<file path="src/rtl/memory_port_responder.sv">
// memory_port_responder: bridges four-phase read/write core handshakes onto a single-outstanding Avalon-MM master.
// A tie between read and write requests goes to the port that was not served last.
module memory_port_responder (
    input  logic        clock,
    input  logic        reset_n,
    input  logic [24:0] read_address,
    input  logic        read_n,
    output logic [31:0] read_data,
    output logic        data_ready_n,
    input  logic [24:0] write_address,
    input  logic [31:0] write_data,
    input  logic        write_n,
    output logic        data_written_n,
    output logic [24:0] avm_address,
    output logic        avm_read,
    output logic        avm_write,
    output logic [31:0] avm_writedata,
    output logic [3:0]  avm_byteenable,
    input  logic        avm_waitrequest,
    input  logic [31:0] avm_readdata,
    input  logic        avm_readdatavalid
);
    typedef enum logic [2:0] {IDLE, RD_CMD, RD_WAIT, RD_DONE, WR_CMD, WR_DONE} state_t;

    state_t      state, state_nx;
    logic        last_served, last_served_nx;
    logic        abandon, abandon_nx;
    logic        read_nx, write_nx, ready_n_nx, written_n_nx;
    logic [24:0] address_nx;
    logic [31:0] writedata_nx, read_data_nx;
    logic        pick_read, pick_write, quit;

    assign avm_byteenable = 4'hF;
    assign pick_write = !write_n && (read_n || !last_served);
    assign pick_read  = !read_n && (write_n || last_served);
    // quit: the core has dropped (or already dropped) the request being served
    assign quit = abandon | ((state == WR_CMD || state == WR_DONE) ? write_n : read_n);

    always_comb begin
        state_nx       = state;
        last_served_nx = last_served;
        abandon_nx     = abandon;
        read_nx        = avm_read;
        write_nx       = avm_write;
        ready_n_nx     = data_ready_n;
        written_n_nx   = data_written_n;
        address_nx     = avm_address;
        writedata_nx   = avm_writedata;
        read_data_nx   = read_data;
        case (state)
            IDLE: begin
                abandon_nx = 1'b0;
                if (pick_write) begin
                    state_nx       = WR_CMD;
                    write_nx       = 1'b1;
                    address_nx     = write_address & ~25'h3;
                    writedata_nx   = write_data;
                    last_served_nx = 1'b1;
                end else if (pick_read) begin
                    state_nx       = RD_CMD;
                    read_nx        = 1'b1;
                    address_nx     = read_address & ~25'h3;
                    last_served_nx = 1'b0;
                end
            end
            RD_CMD: begin
                abandon_nx = quit;
                if (!avm_waitrequest) begin
                    read_nx  = 1'b0;
                    state_nx = RD_WAIT;
                end
            end
            RD_WAIT: begin
                abandon_nx = quit;
                if (avm_readdatavalid) begin
                    state_nx     = RD_DONE;
                    ready_n_nx   = quit;
                    read_data_nx = quit ? read_data : avm_readdata;
                end
            end
            RD_DONE: begin
                if (quit) begin
                    ready_n_nx = 1'b1;
                    state_nx   = IDLE;
                end
            end
            WR_CMD: begin
                abandon_nx = quit;
                if (!avm_waitrequest) begin
                    write_nx     = 1'b0;
                    written_n_nx = quit;
                    state_nx     = WR_DONE;
                end
            end
            WR_DONE: begin
                if (quit) begin
                    written_n_nx = 1'b1;
                    state_nx     = IDLE;
                end
            end
            default: state_nx = IDLE;
        endcase
    end

    always_ff @(posedge clock) begin
        if (!reset_n) begin
            state          <= IDLE;
            last_served    <= 1'b0;
            abandon        <= 1'b0;
            avm_read       <= 1'b0;
            avm_write      <= 1'b0;
            data_ready_n   <= 1'b1;
            data_written_n <= 1'b1;
            avm_address    <= '0;
            avm_writedata  <= '0;
            read_data      <= '0;
        end else begin
            state          <= state_nx;
            last_served    <= last_served_nx;
            abandon        <= abandon_nx;
            avm_read       <= read_nx;
            avm_write      <= write_nx;
            data_ready_n   <= ready_n_nx;
            data_written_n <= written_n_nx;
            avm_address    <= address_nx;
            avm_writedata  <= writedata_nx;
            read_data      <= read_data_nx;
        end
    end
endmodule

</file>
<file path="config.mk">
export PLATFORM = sky130hd
export DESIGN_NAME = memory_port_responder
export DESIGN_NICKNAME = d
export VERILOG_FILES = /design/src/rtl/memory_port_responder.sv
export SDC_FILE = /design/constraint.sdc
export NUM_CORES = 1
export LEC_CHECK = 0
export CAP_MARGIN = 5
export CORE_MARGIN = 4
export CORE_UTILIZATION = 30
export CTS_CLUSTER_SIZE = 28
export DETAILED_ROUTE_END_ITERATION = 10
export GPL_TIMING_DRIVEN = 0
export PLACE_DENSITY = 0.75
export SKIP_CTS_REPAIR_TIMING = 1
export SYNTH_ARGS = -nofsm -noshare
export SYNTH_HDL_FRONTEND = slang
export SYNTH_SLANG_ARGS = --single-unit
export TNS_END_PERCENT = 10
</file>
<file path="constraint.sdc">
create_clock -name clock -period 1.7 [get_ports clock]
set_input_delay 0.17 -clock clock [delete_from_list [all_inputs] [get_ports clock]]
set_output_delay 0.17 -clock clock [all_outputs]
set_load 0.03 [all_outputs]
</file>
# Word-level counts from Yosys, hierarchy flattened
# Index checks and enable logic that the tools add are counted.
[word_totals]
regBits = 98
output_inout_bits = 97
input_bits = 120
elab_cells = 76
[classes]
n_bitwise = 2
mux = 24
n_eq_ne = 15
n_reduce_logical = 25
[ops]
columns = ["operator", "count"]
rows = [
  ["$mux 25", 2],
  ["$mux 3", 6],
  ["$ne 2x2->1 const B", 8],
  ["$pmux 3 s5", 1],
  ["$reduce_and 3->1", 4],
  ["$reduce_bool 2->1", 6],
  ["$mux 1", 10],
  ["$pmux 1 s2", 5],
  ["$eq 3x2->1 const B", 2],
  ["$eq 3x3->1 const B", 2],
  ["$reduce_and 5->1", 1],
  ["$reduce_and 2->1", 2],
  ["$reduce_and 4->1", 1],
  ["$eq 3x1->1 const B", 1],
  ["$logic_not 1->1", 3],
  ["$logic_not 3->1", 1],
  ["$logic_or 1x1->1", 3],
  ["$ne 3x3->1 const B", 1],
  ["$reduce_or 3->1", 1],
  ["$logic_and 1x1->1", 2],
  ["$ne 2x1->1 const B", 1],
  ["$reduce_or 2->1", 1],
  ["$not 1->1", 1],
  ["$or 1x1->1", 1],
]

# Depth between registers and ports, before layout
[depth]
word_depth = 6
mapped_depth = 7
ltp_nobuf = 4

# Worst setup path after synthesis
# Ideal clock, no wire load.
[synth_timing]
path_type = "reg-to-reg"
start = "register state[0]"
end = "register avm_writedata[5]"
path_slack_ns = 0.008
synth_period_minus_slack_ns = 1.692
path_buffers = 3
required_time_ns = 1.568
arrival_time_ns = 1.560
setup_time_ns = 0.132
stages_incl_launch_ff = 8
cell_sequence = "dfxtp_1 buf_2 or3_1 or3_1 clkbuf_1 buf_2 nand2_1 a21oi_1"
[synth_via]
elab_chain_len = 2
[synth_lines]
columns = ["element", "line_no", "rtl"]
rows = [
  ["start: declaration", "25", "state_t state, state_nx;"],
  ["start signal: assignment", "118", "state <= state_nx;"],
  ["$logic_not 3->1", "50", "case (state)"],
  ["$reduce_and 2->1 (no line)", "n/a", ""],
  ["end signal: assignment", "126", "avm_writedata <= writedata_nx;"],
  ["end: declaration", "17", "output logic [31:0] avm_writedata,"],
]
# No other way between the ends.
# A chain may end at the register's enable or synchronous reset.

# Worst setup path in the final report
[layout_timing]
start = "register state[2]"
end = "register avm_writedata[16]"
# The elaborated chain is that of the path after synthesis.

==> impl_metrics.env <==
export IMPL_status="finished, violations left"
export IMPL_period_minus_slack_ps=1720
export IMPL_clock_sinks=96
export IMPL_cp_max_fo=8
export IMPL_drive_above_1_share_pct=13.5
export IMPL_dieArea_um2=14700
export IMPL_setup_viol=16
export IMPL_ys_ff_latch=96
export IMPL_drt_iter0_drc=124
export IMPL_initial_core_util_pct=30.6
export IMPL_drtPass1Iterations=4
export IMPL_syn_inst=461
export IMPL_cp_cell_sequence="or3_4 > or3_4 > buf_6 > nand2_1 > a21oi_1"
export IMPL_grt_pass1_vias=3958
export IMPL_drc=0
export IMPL_reg2reg_depth=5
export IMPL_ys_seq_area_share_pct=49.9
export IMPL_crit_path_end_kind="flop"
export IMPL_hpwlAfterDp_um=10100
export IMPL_place_ws_ps=-546
export IMPL_final_cell_area_um2=6700
export IMPL_grt_antenna_before_repair=0
export IMPL_n_antenna_cell=0
export IMPL_synth_top_area_cell="dfxtp_1"
export IMPL_core_area_um2=12600
export IMPL_dpl_cell_area_um2=6120
export IMPL_p_leak_nw=2.45
export IMPL_slowest_stage="or3_4"
export IMPL_cpMostUsedCell="or3_4"
export IMPL_htreeDepth=3
export IMPL_clk_latency_ps=330
export IMPL_gr_total_overflow=0
export IMPL_cp_required_ps=1900
export IMPL_clock_fmax_mhz=581
export IMPL_grt_max_degree=15
export IMPL_num_vias=4118
export IMPL_finClkSkew_ps=5.30
export IMPL_nets=805
export IMPL_critPathKind="flop to flop"
export IMPL_multiInputGateArea_um2=1900
export IMPL_place_congestion=0.837
export IMPL_clk_pin_slew_ps=60
export IMPL_ir_worst_vdd_mv=0.437
export IMPL_rsz0062_at_grt="true"
export IMPL_reg2reg_setup_slack_ps=-20
export IMPL_synth_top_area_share_pct=49.9
export IMPL_num_rows=41
export IMPL_io_pins=217
export IMPL_worstMarginPinSlew_ps=582
export IMPL_wire_per_inst_um=15.4
export IMPL_fin_ws_ps=-22.4
export IMPL_async_flop_share_pct=0
export IMPL_synth_edff_count=0
export IMPL_tritoncts="built"
export IMPL_post_route_period_util_pct=101
export IMPL_vias_per_cell=4.79
export IMPL_start_kind="flop"
export IMPL_arrival_ps=1920
export IMPL_post_synth_num_cell_types=39
export IMPL_slew_violations=0
export IMPL_io_buffers=204
export IMPL_area_delta_synth_final_pct=74.0
export IMPL_p_per_area_nw_per_um2=1020
export IMPL_ant_nets=0
export IMPL_whs_ps=386
export IMPL_cts_made_buffers=9
export IMPL_post_synth_instance_area_um2=3850
export IMPL_violations="setup timing"
export IMPL_routed_wl_um=13300
export IMPL_ys_flop_type="dfxtp_1"
export IMPL_rr_startpoint="state[2]"
export IMPL_power_total_mw=6.84
export IMPL_fp_dieH_um=121
export IMPL_finalHoldViolations=0
export IMPL_cts_buffer_depth=2
export IMPL_synth_avg_cell_area_um2=8.35
export IMPL_ys_warn_count=0
export IMPL_min_from="write_data[4]"
export IMPL_maxSlewHeadroom_pct=61.2
export IMPL_reg2reg_to="avm_writedata[16]"
export IMPL_cap_viol_max_count=0
export IMPL_hold_path_end="avm_writedata[4]"
export IMPL_grt_first_pass_wirelength_um=18900
export IMPL_yosys_top_cells_area="dfxtp_1, nand2_1, mux2i_1, a21oi_1, a211oi_1"
export IMPL_hold_class="input pin to flop"
export IMPL_grt_usage_pct=16.1
export IMPL_slowest_delay_ps=480
export IMPL_regArea_um2=1930
export IMPL_hold_depth=3
export IMPL_die_w_um=121
export IMPL_nFillCells=1130
export IMPL_cts_root_buf="clkbuf_16"
[power breakdown]
group / internal (mW) / total, mW / switching, mW
Clock: 1.01 / 1.82 / 0.815
Sequential: 2.50 / 2.66 / 0.157
Combinational: 1.08 / 2.36 / 1.28
Total: 4.58 / 6.84 / 2.25
[stage by stage]
step | utilization, % | setup TNS [ps] | cells
6_report | 53.3 | -180 | 860
5_1_grt | 53.3 | -1660 | 860
4_1_cts | 50.8 | -18010 | 855
3_5_place_dp | 48.7 | -37200 | 841
3_3_place_gp | 48.7 | -31980 | 841
2_1_floorplan | - | 0 | 465
[flip-flops by register name (all words and copies together), names as in the netlist]
register and count:
avm_read 1, avm_write 1, data_written_n 1, data_ready_n 1, avm_writedata 32, abandon 1
last_served 1, read_data 32, state 3, avm_address 23
[cells in the mapped netlist (2+ instances only)]
cell	instances
nand2b_1	3
o21ai_1	7
inv_1	2
o21ai_0	31
dfxtp_1	96
a21oi_1	39
nor2_1	31
nand3_1	32
nand2_1	99
buf_2	16
buf_4	8
a211oi_1	26
conb_1	2
or3b_2	2
clkbuf_1	18
mux2i_1	23
or3_1	4
[final cells by class]
class,count,area share [%]
repair buffers,209,31.5
flip-flops and latches,96,28.8
multi-input cells,323,28.4
plain buffers,43,3.94
clock buffers,10,3.57
well taps,172,3.21
clock inverters,4,0.336
inverters,3,0.168
[worst max path at each step]
stage,from,endpoint,slack (ps),depth (start not counted)
after global placement,read_n,avm_address[7],-480,6
after global routing,state[0],avm_writedata[10],-70,6
after detailed placement,avm_readdatavalid,read_data[24],-550,5
after floorplan,state[0],avm_writedata[5],8,7
final,state[2],avm_writedata[16],-20,5
after CTS,state[1],read_data[24],-340,4
[worst max-delay path: cells and delay by family (launching register included)]
kind | cells | cell delay (ps)
AO/OA/AOI/OAI | 1 | 60
buffers and inverters | 1 | 160
flip-flops | 1 | 370
AND/OR/NAND/NOR | 3 | 1000
[cells in the final DEF, fill, tap and decap left out, types with 13 or more instances in the layout]
cell | Yosys | layout
o21ai_0 | 31 | 31
clkdlybuf4s50_1 | 0 | 203
mux2i_1 | 23 | 23
nand2_1 | 99 | 80
dfxtp_1 | 96 | 93
a21oi_1 | 39 | 26
nor2_1 | 31 | 31
clkbuf_1 | 18 | 15
a211oi_1 | 26 | 24
nand2_2 | 0 | 13
nand3_1 | 32 | 32
[layer usage]
| metal | share of wire [%] | up-vias | track usage [%] |
|---|---|---|---|
| met5 | 0 | - | 0 |
| met4 | 1.2 | 0 | 4.48 |
| met3 | 10 | 14 | 7.65 |
| met2 | 48 | 187 | 28.1 |
| met1 | 40 | 1908 | 17.5 |
| li1 | - | 2009 | - |
[cells by family (layout without fill, tap and decap cells)]
kind of cell	count (synthesis)	count (layout)	synth area share, %
AO/OA/AOI/OAI	112	112	17.5
XOR/XNOR	1	1	0.228
buffers and inverters	47	269	5.92
flip-flops	96	96	49.9
multiplexers	23	23	5.98
other	2	6	0.195
AND/OR/NAND/NOR	180	181	20.2
Power figures use the tool's default switching activity.
